==> config.mk <==
export PLATFORM = sky130hd
export DESIGN_NAME = fd_pipe_stage_flat
export DESIGN_NICKNAME = d
export VERILOG_FILES = /design/src/rtl/fd_pipe_if.sv /design/src/rtl/fd_pipe_stage.sv /design/src/flat_wrapper.sv
export SDC_FILE = /design/constraint.sdc
export NUM_CORES = 1
export LEC_CHECK = 0
export ABC_AREA = 1
export CORE_MARGIN = 2
export CORE_UTILIZATION = 35
export CTS_CLUSTER_DIAMETER = 60
export CTS_CLUSTER_SIZE = 12
export DETAILED_ROUTE_END_ITERATION = 8
export DONT_BUFFER_PORTS = 1
export SYNTH_ARGS = -nofsm -noshare
export SYNTH_HDL_FRONTEND = slang
export SYNTH_SLANG_ARGS = --single-unit
==> constraint.sdc <==
create_clock -name clk -period 2.2 [get_ports clk]
set_input_delay 0.66 -clock clk [delete_from_list [all_inputs] [get_ports clk]]
set_output_delay 0.66 -clock clk [all_outputs]
set_load 0.02 [all_outputs]
==> src/rtl/fd_pipe_if.sv <==
// Fetch/decode pipeline register bundle: fetch-side inputs, flush controls and decode-side outputs.
interface fd_pipe_if #(
    parameter int unsigned WIDTH_32 = 32,
    parameter int unsigned CNT_W    = 16
);
    logic                EN;
    logic                CLR;
    logic                EXC;
    logic                VALID_F;
    logic [WIDTH_32-1:0] PC_F;
    logic [WIDTH_32-1:0] PC_plus_4_F;
    logic [WIDTH_32-1:0] INSTRUCTION_F;
    logic                VALID_D;
    logic [WIDTH_32-1:0] PC_D;
    logic [WIDTH_32-1:0] PC_plus_4_D;
    logic [WIDTH_32-1:0] INSTRUCTION_D;
    logic [WIDTH_32-1:0] EPC;
    logic                EXC_TAKEN;
    logic [CNT_W-1:0]    FLUSH_CNT;

    modport master (
        output EN, CLR, EXC, VALID_F, PC_F, PC_plus_4_F, INSTRUCTION_F,
        input  VALID_D, PC_D, PC_plus_4_D, INSTRUCTION_D, EPC, EXC_TAKEN, FLUSH_CNT
    );

    modport slave (
        input  EN, CLR, EXC, VALID_F, PC_F, PC_plus_4_F, INSTRUCTION_F,
        output VALID_D, PC_D, PC_plus_4_D, INSTRUCTION_D, EPC, EXC_TAKEN, FLUSH_CNT
    );
endinterface

==> src/rtl/fd_pipe_stage.sv <==
// Multi-stage fetch/decode pipeline register with stall, branch flush, exception flush,
// EPC capture and a saturating count of killed instructions.
module fd_pipe_stage #(
    parameter int unsigned WIDTH_32 = 32,
    parameter int unsigned DEPTH    = 1,
    parameter int unsigned CNT_W    = 16
) (
    input logic         clk,
    input logic         rst_n,
    fd_pipe_if.slave    bus
);
    if (DEPTH < 1 || DEPTH > 4) begin : gen_depth_check
        $error("fd_pipe_stage: DEPTH must be in 1..4");
    end

    // Three spare bits hold CNT + up to four kills without overflow.
    localparam int unsigned SumW = CNT_W + 3;
    localparam logic [SumW-1:0] CntMax = SumW'({CNT_W{1'b1}});

    logic [DEPTH-1:0]    valid_q;
    logic [WIDTH_32-1:0] pc_q    [DEPTH];
    logic [WIDTH_32-1:0] pc4_q   [DEPTH];
    logic [WIDTH_32-1:0] instr_q [DEPTH];
    logic [WIDTH_32-1:0] epc_q;
    logic                exc_taken_q;
    logic [CNT_W-1:0]    cnt_q;

    logic [2:0]          killed;
    logic [WIDTH_32-1:0] oldest_pc;
    logic [SumW-1:0]     cnt_sum;
    logic [CNT_W-1:0]    cnt_d;

    always_comb begin
        killed    = '0;
        oldest_pc = bus.PC_F;
        // Later (older) stages overwrite earlier ones, so the oldest valid PC wins.
        for (int unsigned i = 0; i < DEPTH; i++) begin
            killed = killed + 3'(valid_q[i]);
            if (valid_q[i]) begin
                oldest_pc = pc_q[i];
            end
        end
        cnt_sum = SumW'(cnt_q) + SumW'(killed);
        cnt_d   = (cnt_sum > CntMax) ? {CNT_W{1'b1}} : cnt_sum[CNT_W-1:0];
    end

    always_ff @(posedge clk or negedge rst_n) begin
        if (!rst_n) begin
            valid_q     <= '0;
            epc_q       <= '0;
            exc_taken_q <= 1'b0;
            cnt_q       <= '0;
            for (int unsigned i = 0; i < DEPTH; i++) begin
                pc_q[i]    <= '0;
                pc4_q[i]   <= '0;
                instr_q[i] <= '0;
            end
        end else begin
            exc_taken_q <= bus.EXC;
            if (bus.EXC || bus.CLR) begin
                valid_q <= '0;
                cnt_q   <= cnt_d;
                for (int unsigned i = 0; i < DEPTH; i++) begin
                    pc_q[i]    <= '0;
                    pc4_q[i]   <= '0;
                    instr_q[i] <= '0;
                end
                if (bus.EXC) begin
                    epc_q <= oldest_pc;
                end
            end else if (bus.EN) begin
                valid_q[0] <= bus.VALID_F;
                pc_q[0]    <= bus.PC_F;
                pc4_q[0]   <= bus.PC_plus_4_F;
                instr_q[0] <= bus.INSTRUCTION_F;
                for (int unsigned i = 1; i < DEPTH; i++) begin
                    valid_q[i] <= valid_q[i-1];
                    pc_q[i]    <= pc_q[i-1];
                    pc4_q[i]   <= pc4_q[i-1];
                    instr_q[i] <= instr_q[i-1];
                end
            end
        end
    end

    assign bus.VALID_D       = valid_q[DEPTH-1];
    assign bus.PC_D          = pc_q[DEPTH-1];
    assign bus.PC_plus_4_D   = pc4_q[DEPTH-1];
    assign bus.INSTRUCTION_D = instr_q[DEPTH-1];
    assign bus.EPC           = epc_q;
    assign bus.EXC_TAKEN     = exc_taken_q;
    assign bus.FLUSH_CNT     = cnt_q;
endmodule

==> src/flat_wrapper.sv <==
// flat-port wrapper written by rule: the top's interface ports become plain ports
module fd_pipe_stage_flat 
#(
    parameter int unsigned WIDTH_32 = 32,
    parameter int unsigned DEPTH    = 1,
    parameter int unsigned CNT_W    = 16
)
  (clk, rst_n, bus_EN, bus_CLR, bus_EXC, bus_VALID_F, bus_PC_F, bus_PC_plus_4_F, bus_INSTRUCTION_F, bus_VALID_D, bus_PC_D, bus_PC_plus_4_D, bus_INSTRUCTION_D, bus_EPC, bus_EXC_TAKEN, bus_FLUSH_CNT);
  fd_pipe_if #(.WIDTH_32(WIDTH_32), .CNT_W(CNT_W)) bus_i ();
  input logic clk;
  input logic rst_n;
  input wire logic [$bits(bus_i.EN)-1:0] bus_EN;
  input wire logic [$bits(bus_i.CLR)-1:0] bus_CLR;
  input wire logic [$bits(bus_i.EXC)-1:0] bus_EXC;
  input wire logic [$bits(bus_i.VALID_F)-1:0] bus_VALID_F;
  input wire logic [$bits(bus_i.PC_F)-1:0] bus_PC_F;
  input wire logic [$bits(bus_i.PC_plus_4_F)-1:0] bus_PC_plus_4_F;
  input wire logic [$bits(bus_i.INSTRUCTION_F)-1:0] bus_INSTRUCTION_F;
  output wire logic [$bits(bus_i.VALID_D)-1:0] bus_VALID_D;
  output wire logic [$bits(bus_i.PC_D)-1:0] bus_PC_D;
  output wire logic [$bits(bus_i.PC_plus_4_D)-1:0] bus_PC_plus_4_D;
  output wire logic [$bits(bus_i.INSTRUCTION_D)-1:0] bus_INSTRUCTION_D;
  output wire logic [$bits(bus_i.EPC)-1:0] bus_EPC;
  output wire logic [$bits(bus_i.EXC_TAKEN)-1:0] bus_EXC_TAKEN;
  output wire logic [$bits(bus_i.FLUSH_CNT)-1:0] bus_FLUSH_CNT;
  assign bus_i.EN = bus_EN;
  assign bus_i.CLR = bus_CLR;
  assign bus_i.EXC = bus_EXC;
  assign bus_i.VALID_F = bus_VALID_F;
  assign bus_i.PC_F = bus_PC_F;
  assign bus_i.PC_plus_4_F = bus_PC_plus_4_F;
  assign bus_i.INSTRUCTION_F = bus_INSTRUCTION_F;
  assign bus_VALID_D = bus_i.VALID_D;
  assign bus_PC_D = bus_i.PC_D;
  assign bus_PC_plus_4_D = bus_i.PC_plus_4_D;
  assign bus_INSTRUCTION_D = bus_i.INSTRUCTION_D;
  assign bus_EPC = bus_i.EPC;
  assign bus_EXC_TAKEN = bus_i.EXC_TAKEN;
  assign bus_FLUSH_CNT = bus_i.FLUSH_CNT;
  fd_pipe_stage #(.WIDTH_32(WIDTH_32), .DEPTH(DEPTH), .CNT_W(CNT_W)) u_core (.clk(clk), .rst_n(rst_n), .bus(bus_i));
endmodule
Yosys cells after proc, flatten, opt, wreduce, memory -nomap -nowiden
Index checks and enable logic that the tools add are counted.

Register bits: 146. Bits in latches: 0. Memory bits (writable): 0. Memory bits (read-only): 0. Bits of input ports: 102. Word-level logic and storage cells: 22. Memories: 0.

$add $sub $neg: 1. Multipliers: 0. Divide/modulo/power cells: 0. Order comparisons: 1. Equal/unequal tests: 0. Shift-type cells: 0. Muxes and demuxes: 10. Bitwise operators: 0. Reductions and logical operators: 3.

Operators by type and width (count): $mux 32 (7); $gt 19x16->1 const B (1); $add 16x1->17 (1); $mux 16 (1); $mux 1 (2); $reduce_and 2->1 (1); $reduce_bool 2->1 (1); $logic_or 1x1->1 (1).

Depth between registers and ports, before layout
Gate-level depths: netlist (run 1).

Depth after elaboration: 3. Depth in mapped cells: 10. Depth with buffers taken out: 9.

Worst setup path after synthesis (run 1)
No wires, ideal clock.

Path kind: input-to-reg. Start point: input bus_CLR. End point: register u_core.cnt_q[10], in the netlist u_core.bus.FLUSH_CNT[10]. Data arrival time: 1.492 ns. Data required time: 2.134 ns. Slack: 0.642 ns. Cell stages on the path: 5. Cells stage by stage: nor2_2 buf_2 clkbuf_1 nand2_1 nand2_1.

Longest elaborated chain between the ends: 1.

RTL lines: start, declared (RTL line flat_wrapper.sv:13) `input wire logic [$bits(bus_i.CLR)-1:0] bus_CLR;`; $logic_or 1x1->1 (RTL line fd_pipe_stage.sv:60) `if (bus.EXC || bus.CLR) begin`; end signal, assigned (RTL line fd_pipe_stage.sv:62) `cnt_q <= cnt_d;`; end, declared (RTL line fd_pipe_stage.sv:26) `logic [CNT_W-1:0] cnt_q;`.

Every way passes these cells. A chain may end at the register's enable or synchronous reset.

Worst setup path in the final report (run 1)
Start point: register u_core.cnt_q[0], in the netlist u_core.bus.FLUSH_CNT[0]. End point: register u_core.cnt_q[5], in the netlist u_core.bus.FLUSH_CNT[5].

Longest elaborated chain between the ends: 3.

RTL lines: $add 16x1->17 * (RTL line fd_pipe_stage.sv:43) `cnt_sum = SumW'(cnt_q) + SumW'(killed);`; $gt 19x16->1 (RTL line fd_pipe_stage.sv:44) `cnt_d = (cnt_sum > CntMax) ? {CNT_W{1'b1}} : cnt_sum[CNT_W-1:0];`; $mux 16 * (RTL line fd_pipe_stage.sv:44).

Every way passes the cells marked *; elsewhere a longest branch is shown, timed or not.

==> results of run 1 <==
==> per-layer routing <==
metal | GRT usage, % | wire length [um] | vias to the layer above
li1 | - | - | 2373
met1 | 19.5 | 6670 | 2272
met2 | 25.7 | 7360 | 191
met3 | 6.85 | 1280 | 22
met4 | 5.53 | 277 | 0
met5 | 0 | 0 | -
==> cell type report <==
class | count | area [um^2]
clock buffer | 18 | 439
tap | 229 | 287
fill | 1801 | 10900
sequential | 146 | 3650
timing repair buffer | 4 | 42.5
multi-input combinational | 442 | 2150
inverter | 117 | 440
clock inverter | 13 | 148
==> cells in the final DEF (no fill, tap or decap) <==
| master | instances |
|---|---|
| a31oi_2 | 2 |
| inv_6 | 7 |
| clkbuf_8 | 1 |
| buf_12 | 1 |
| o21ai_0 | 134 |
| dfrtp_1 | 145 |
| a21oi_1 | 130 |
| nand2_1 | 60 |
| nand3_1 | 14 |
| clkinvlp_4 | 1 |
| nor2_2 | 2 |
| nand3_2 | 1 |
| nor2_8 | 1 |
| nand3_4 | 1 |
| clkinv_2 | 3 |
| nand2_4 | 1 |
| clkbuf_16 | 17 |
| buf_4 | 3 |
| xor2_1 | 6 |
| bufinv_16 | 2 |
| nor2_4 | 1 |
| nand4_1 | 2 |
| nand2_2 | 1 |
| nor2_1 | 79 |
| a31oi_1 | 2 |
| inv_1 | 116 |
| xnor2_1 | 2 |
| dfrtp_2 | 1 |
| ha_1 | 2 |
| nor3_1 | 1 |
| clkinv_4 | 1 |
==> registers in the layout (all words and copies together), names as in the netlist <==
name	count
u_core.bus.EPC	32
u_core.bus.EXC_TAKEN	1
u_core.bus.FLUSH_CNT	16
u_core.bus.INSTRUCTION_D	32
u_core.bus.PC_D	32
u_core.bus.PC_plus_4_D	32
u_core.bus.VALID_D	1
==> where the power goes <==
group	leakage, nW	switching [mW]	internal [mW]
Clock	0.289	1.20	1.72
Sequential	1.89	0.425	2.87
Combinational	1.40	0.302	0.197
Total	3.58	1.93	4.79
==> logic make-up (layout without fill, tap and decap cells) <==
logic type                 after synthesis  in the layout  synth area share [%]
DFF                                    146            146                  56.7
buffers and inverters                  166            152                  10.0
AOI/OAI and AO/OA                      268            268                  21.1
adders and majority gates                2              2                 0.388
xor gates and xnor gates                 8              8                  1.09
and+or+nand+nor                        164            164                  10.8
==> worst paths after layout <==
check	from	to	slack, ps	depth (start not counted)
worst max-delay path	u_core.bus.FLUSH_CNT[0]	u_core.bus.FLUSH_CNT[5]	470	9
worst min register to register	u_core.bus.EPC[19]	u_core.bus.EPC[19]	640	2
min in group clk	bus_EXC	u_core.bus.EXC_TAKEN	290	0
worst max register to register	u_core.bus.FLUSH_CNT[0]	u_core.bus.FLUSH_CNT[5]	470	9
max in group asynchronous	rst_n	u_core.bus.PC_plus_4_D[1]	2080	0
worst min-delay path	rst_n	u_core.bus.EPC[10]	-50	0
==> cell usage after synthesis <==
cell      instances
nor2_8            1
nand3_4           1
xnor2_1           2
dfrtp_1         146
inv_1           116
nand3_1          14
nor2_1           79
o21ai_0         134
a31oi_2           2
nand4_1           2
nand3_2           1
clkbuf_1         38
a31oi_1           2
nand2_2           1
buf_2            10
nand2_1          60
nand2_4           1
buf_6             1
xor2_1            6
a21oi_1         130
nor2_2            3
nor3_1            1
clkinv_2          1
ha_1              2
==> through the flow <==
| stage | utilization [%] | worst slack, ps |
|---|---|---|
| 6_report | 39.7 | 473 |
| 5_1_grt | 39.7 | 279 |
| 4_1_cts | 39.7 | 455 |
| 3_5_place_dp | 36.5 | 476 |
| 3_3_place_gp | 36.5 | 502 |
| 2_1_floorplan | - | 642 |
==> flow_summary.toml, run 1 <==
[timing]
setup_violations = 0
holdWs_ps = -51.8
skew_ps = 8.51
tightest_slew_ps = 684
period_share_pct = 78.5
fmax_mhz = 579
relSlewSlack_pct = 54.4
finalSetupTns_ps = 0
drv_slew = 0
hold_violations = 146
rsz0062_at_grt = "no"
period_minus_slack_ps = 1730

[critical_path]
cpLargestDelayFamily = "simple AND/OR/NAND/NOR gates"
arrival_ps = 2040
worstPathMaxFanout = 16
cp_slowest_cell = "dfrtp_1"
crit_buf_inv = 1
start_kind = "flip-flop"
path_class = "flip-flop to flip-flop"
required_ps = 2520
crit_chain = "ha_1 > nand2_4 > nor2_8 > nand2_2 > clkinv_2 > nand3_4 > nand2_1 > nand2_1 > o21ai_0"
cpMostUsedCell = "nand2_1"
worst_path_largest_cell_delay_ps = 510
cp-end-kind = "flip-flop"

[grt]
gr-total-overflow = 0
first_global_vias = 4856
antenna_found_initial = 0
grt_use_total_pct = 16.1
grt_start_max_net_pins = 195
grt_first_pass_wirelength_um = 25300

[clock_tree]
root_buffer = "clkbuf_16"
ctsResizeCount = 0
cts_setup_buffers = 0
cts_made_buffers = 17
cts_sinks = 146
cts.path.max_buffers = 2
clkSlewWorstSetupHoldPaths_ps = 60
htree_levels = 4
clk_latency_ps = 410
cts_tree = "done"

[power]
p_leak_nw = 3.58
p_total_mw = 6.72
power.density_mw_per_mm2 = 937
ir_drop_uv = 469

[detailed_routing]
avgViaCountPerCell = 5.01
antenna_left = 0
vias = 4858
post_drt_wl_per_cell_um = 16.1
drt_iter0_markers = 222
drt-pass1-iter-count = 5
routed_wirelength_um = 15600
drc_errors = 0

[placement]
dp_hpwl_um = 9890
gp_congestion = 0.778
place_area_mm2 = 0.00658
dp.cells = 938
numPortBuffers = 0

[synth]
mappedNetlistNets = 858
synth-seq-area-share_pct = 56.7
synth_top_area_share_pct = 56.7
synth_area_per_cell_um2 = 8.55
netlist_instances = 754
yosysTopAreaCell = "dfrtp_1"
synth_cell_type_count = 24
netlist_area_mm2 = 0.00644
synth-seq-cells = 146
synth.area.top_cells = "dfrtp_1, o21ai_0, a21oi_1"
ys_warn_count = 0

[floorplanning]
ios = 248
num_rows = 49
fp.dieW_um = 140
fp.dieH_um = 140
start_util_pct = 35.8
core_mm2 = 0.0180
die_area_mm2 = 0.0195

[run_status]
failed_checks = "hold timing"
status = "finished with violations"

[finish]
finalNetCount = 832
drive_gt1_share_pct = 6.35
diodes = 0
synthToLayoutAreaGrowth_pct = 11.1
stdcell_area_mm2 = 0.00716
finalNonFillerCells = 969

[run]
cap_violations = 0

[min_path]
holdCritPathClass = "input pin to async pin"
Note: power is estimated with default switching activity, not from simulation.
==> inputs of run 2 (changes only) <==
==> constraint.sdc (replaced) <==
create_clock -name clk -period 1.69 [get_ports clk]
set_input_delay 0.507 -clock clk [delete_from_list [all_inputs] [get_ports clk]]
set_output_delay 0.507 -clock clk [all_outputs]
set_load 0.02 [all_outputs]
==> flow_summary.toml, run 2 (synthesized netlist as in run 1, its figures left out) <==
[run_status]
status = "finished with violations"
failed_checks = "hold timing"

[finish]
stdcell_area_mm2 = 0.00730
mostFrequentLayoutCells = "dfrtp_1, o21ai_0, a21oi_1"
drive_gt1_share_pct = 8.82
layout_commonest_cell = "dfrtp_1"
diodes = 0
n_fill_cell = 1828
synthToLayoutAreaGrowth_pct = 13.3
finalNonFillerCells = 989
finalNetCount = 851

[placement]
numPortBuffers = 0
place_area_mm2 = 0.00672
dp_hpwl_um = 9960
dp.cells = 955
gp_congestion = 0.799
post-place-ws_ps = 135

[critical_path]
reg2reg_from = "u_core.bus.FLUSH_CNT[14]"
cpLargestDelayFamily = "flip-flops"
crit_buf_inv = 1
required_ps = 1180
worstPathMaxFanout = 6
r2r-end = "u_core.bus.FLUSH_CNT[2]"
crit_chain = "buf_4"
rr_worst_depth = 5
regToRegSetupSlack_ps = 150
cp_slowest_cell = "dfrtp_1"
start_kind = "flip-flop"
cp-end-kind = "primary output"
worst_path_largest_cell_delay_ps = 450
endpoint = "bus_FLUSH_CNT[11]"
startpoint = "u_core.bus.FLUSH_CNT[11]"
arrival_ps = 1060
cp.depth = 1
path_class = "flip-flop to primary output"

[detailed_routing]
avgViaCountPerCell = 4.98
drc_errors = 0
antenna_left = 0
drt_iter0_markers = 252
drt-pass1-iter-count = 4
post_drt_wl_per_cell_um = 16.0
vias = 4927
routed_wirelength_um = 15800

[floorplanning]
num_rows = 49
fp.dieH_um = 140
die_area_mm2 = 0.0195
start_util_pct = 35.8
core_mm2 = 0.0180
ios = 248
fp.dieW_um = 140

[grt]
busiest_layer = "met2"
grt_use_met2_pct = 24.9
grtUsageMet1_pct = 21.4
antenna_found_initial = 0
use_met3_pct = 7.30
grt_first_pass_wirelength_um = 25700
grt_use_total_pct = 16.3
gr-total-overflow = 0
grt_start_max_net_pins = 195
first_global_vias = 4820

[clock_tree]
htree_levels = 4
cts_made_buffers = 17
clkSlewWorstSetupHoldPaths_ps = 70
clk_latency_ps = 420
root_buffer = "clkbuf_16"
cts_sinks = 146
cts_tree = "done"
cts.path.max_buffers = 2

[timing]
setup_violations = 0
period_share_pct = 92.7
drv_slew = 0
worst_slack_ps = 124
finalSetupTns_ps = 0
fmax_mhz = 639
relSlewSlack_pct = 55.4
holdWs_ps = -218
rsz0062_at_grt = "no"
period_minus_slack_ps = 1570
tightest_slew_ps = 668
hold_violations = 146
skew_ps = 7.19

[power]
p_leak_nw = 3.65
power.density_mw_per_mm2 = 1190
ir_drop_uv = 638

[run]
cap_violations = 0

[min_path]
holdCritPathClass = "input pin to async pin"
-- run 2: cell types whose count changed in the layout (fill, tap and decap cells not counted), sizes merged --
cell | previous run | this run
clkinvlp | 1 | 4
inv | 123 | 126
nand3 | 16 | 17
clkbuf | 18 | 17
bufinv | 2 | 0
buf | 4 | 22
clkinv | 4 | 2
-- run 2: final cells by class --
cell class	instances	area (um^2)	share of cell area [%]
multi-input cells	443	2170	29.7
repair buffers	22	190	2.60
well taps	229	287	3.92
clock buffers	17	425	5.82
flip-flops and latches	146	3650	50.0
inverters	117	440	6.03
clock inverters	15	138	1.88
-- run 2: routing by layer --
metal  vias to the layer above  routed length [um]  share of wire, %
met1                      2315                6960                44
met5                         -                   0                 0
met2                       183                7340                46
met3                        10                1360               8.6
li1                       2419                   -                 -
met4                         0                 121              0.77
-- run 2: timing repair --
action | CTS | global route
gates resized for setup | 0 | 1
buffers inserted | 0 | 1
endpoints found under the hold margin | 146 | 146
endpoints found under the setup margin | 0 | 3
-- run 2: where the power goes --
group	switching (mW)	internal, mW	total [mW]
registers	0.434	3.74	4.17
clock network	1.69	1.95	3.64
logic	0.535	0.338	0.872
total	2.66	6.03	8.69
-- run 2: how the worst min path moves through the flow --
stage               depth (start not counted)                  endpoint  startpoint  slack (ps)
floorplan                                   0         u_core.bus.EPC[0]       rst_n         210
global placement                            0   u_core.bus.FLUSH_CNT[8]       rst_n         220
detailed placement                          0   u_core.bus.FLUSH_CNT[7]       rst_n         220
CTS                                         0   u_core.bus.FLUSH_CNT[0]       rst_n        -240
global route                                0  u_core.bus.FLUSH_CNT[10]       rst_n        -250
finish                                      0  u_core.bus.FLUSH_CNT[10]       rst_n        -220
-- run 2: per-stage QoR --
step | total power [mW] | utilization (%)
after global placement | 5.10 | 37.3
after floorplan | 4.88 | -
after global routing | 9.10 | 40.5
after detailed placement | 5.11 | 37.3
final | 8.69 | 40.5
after CTS | 8.78 | 40.4
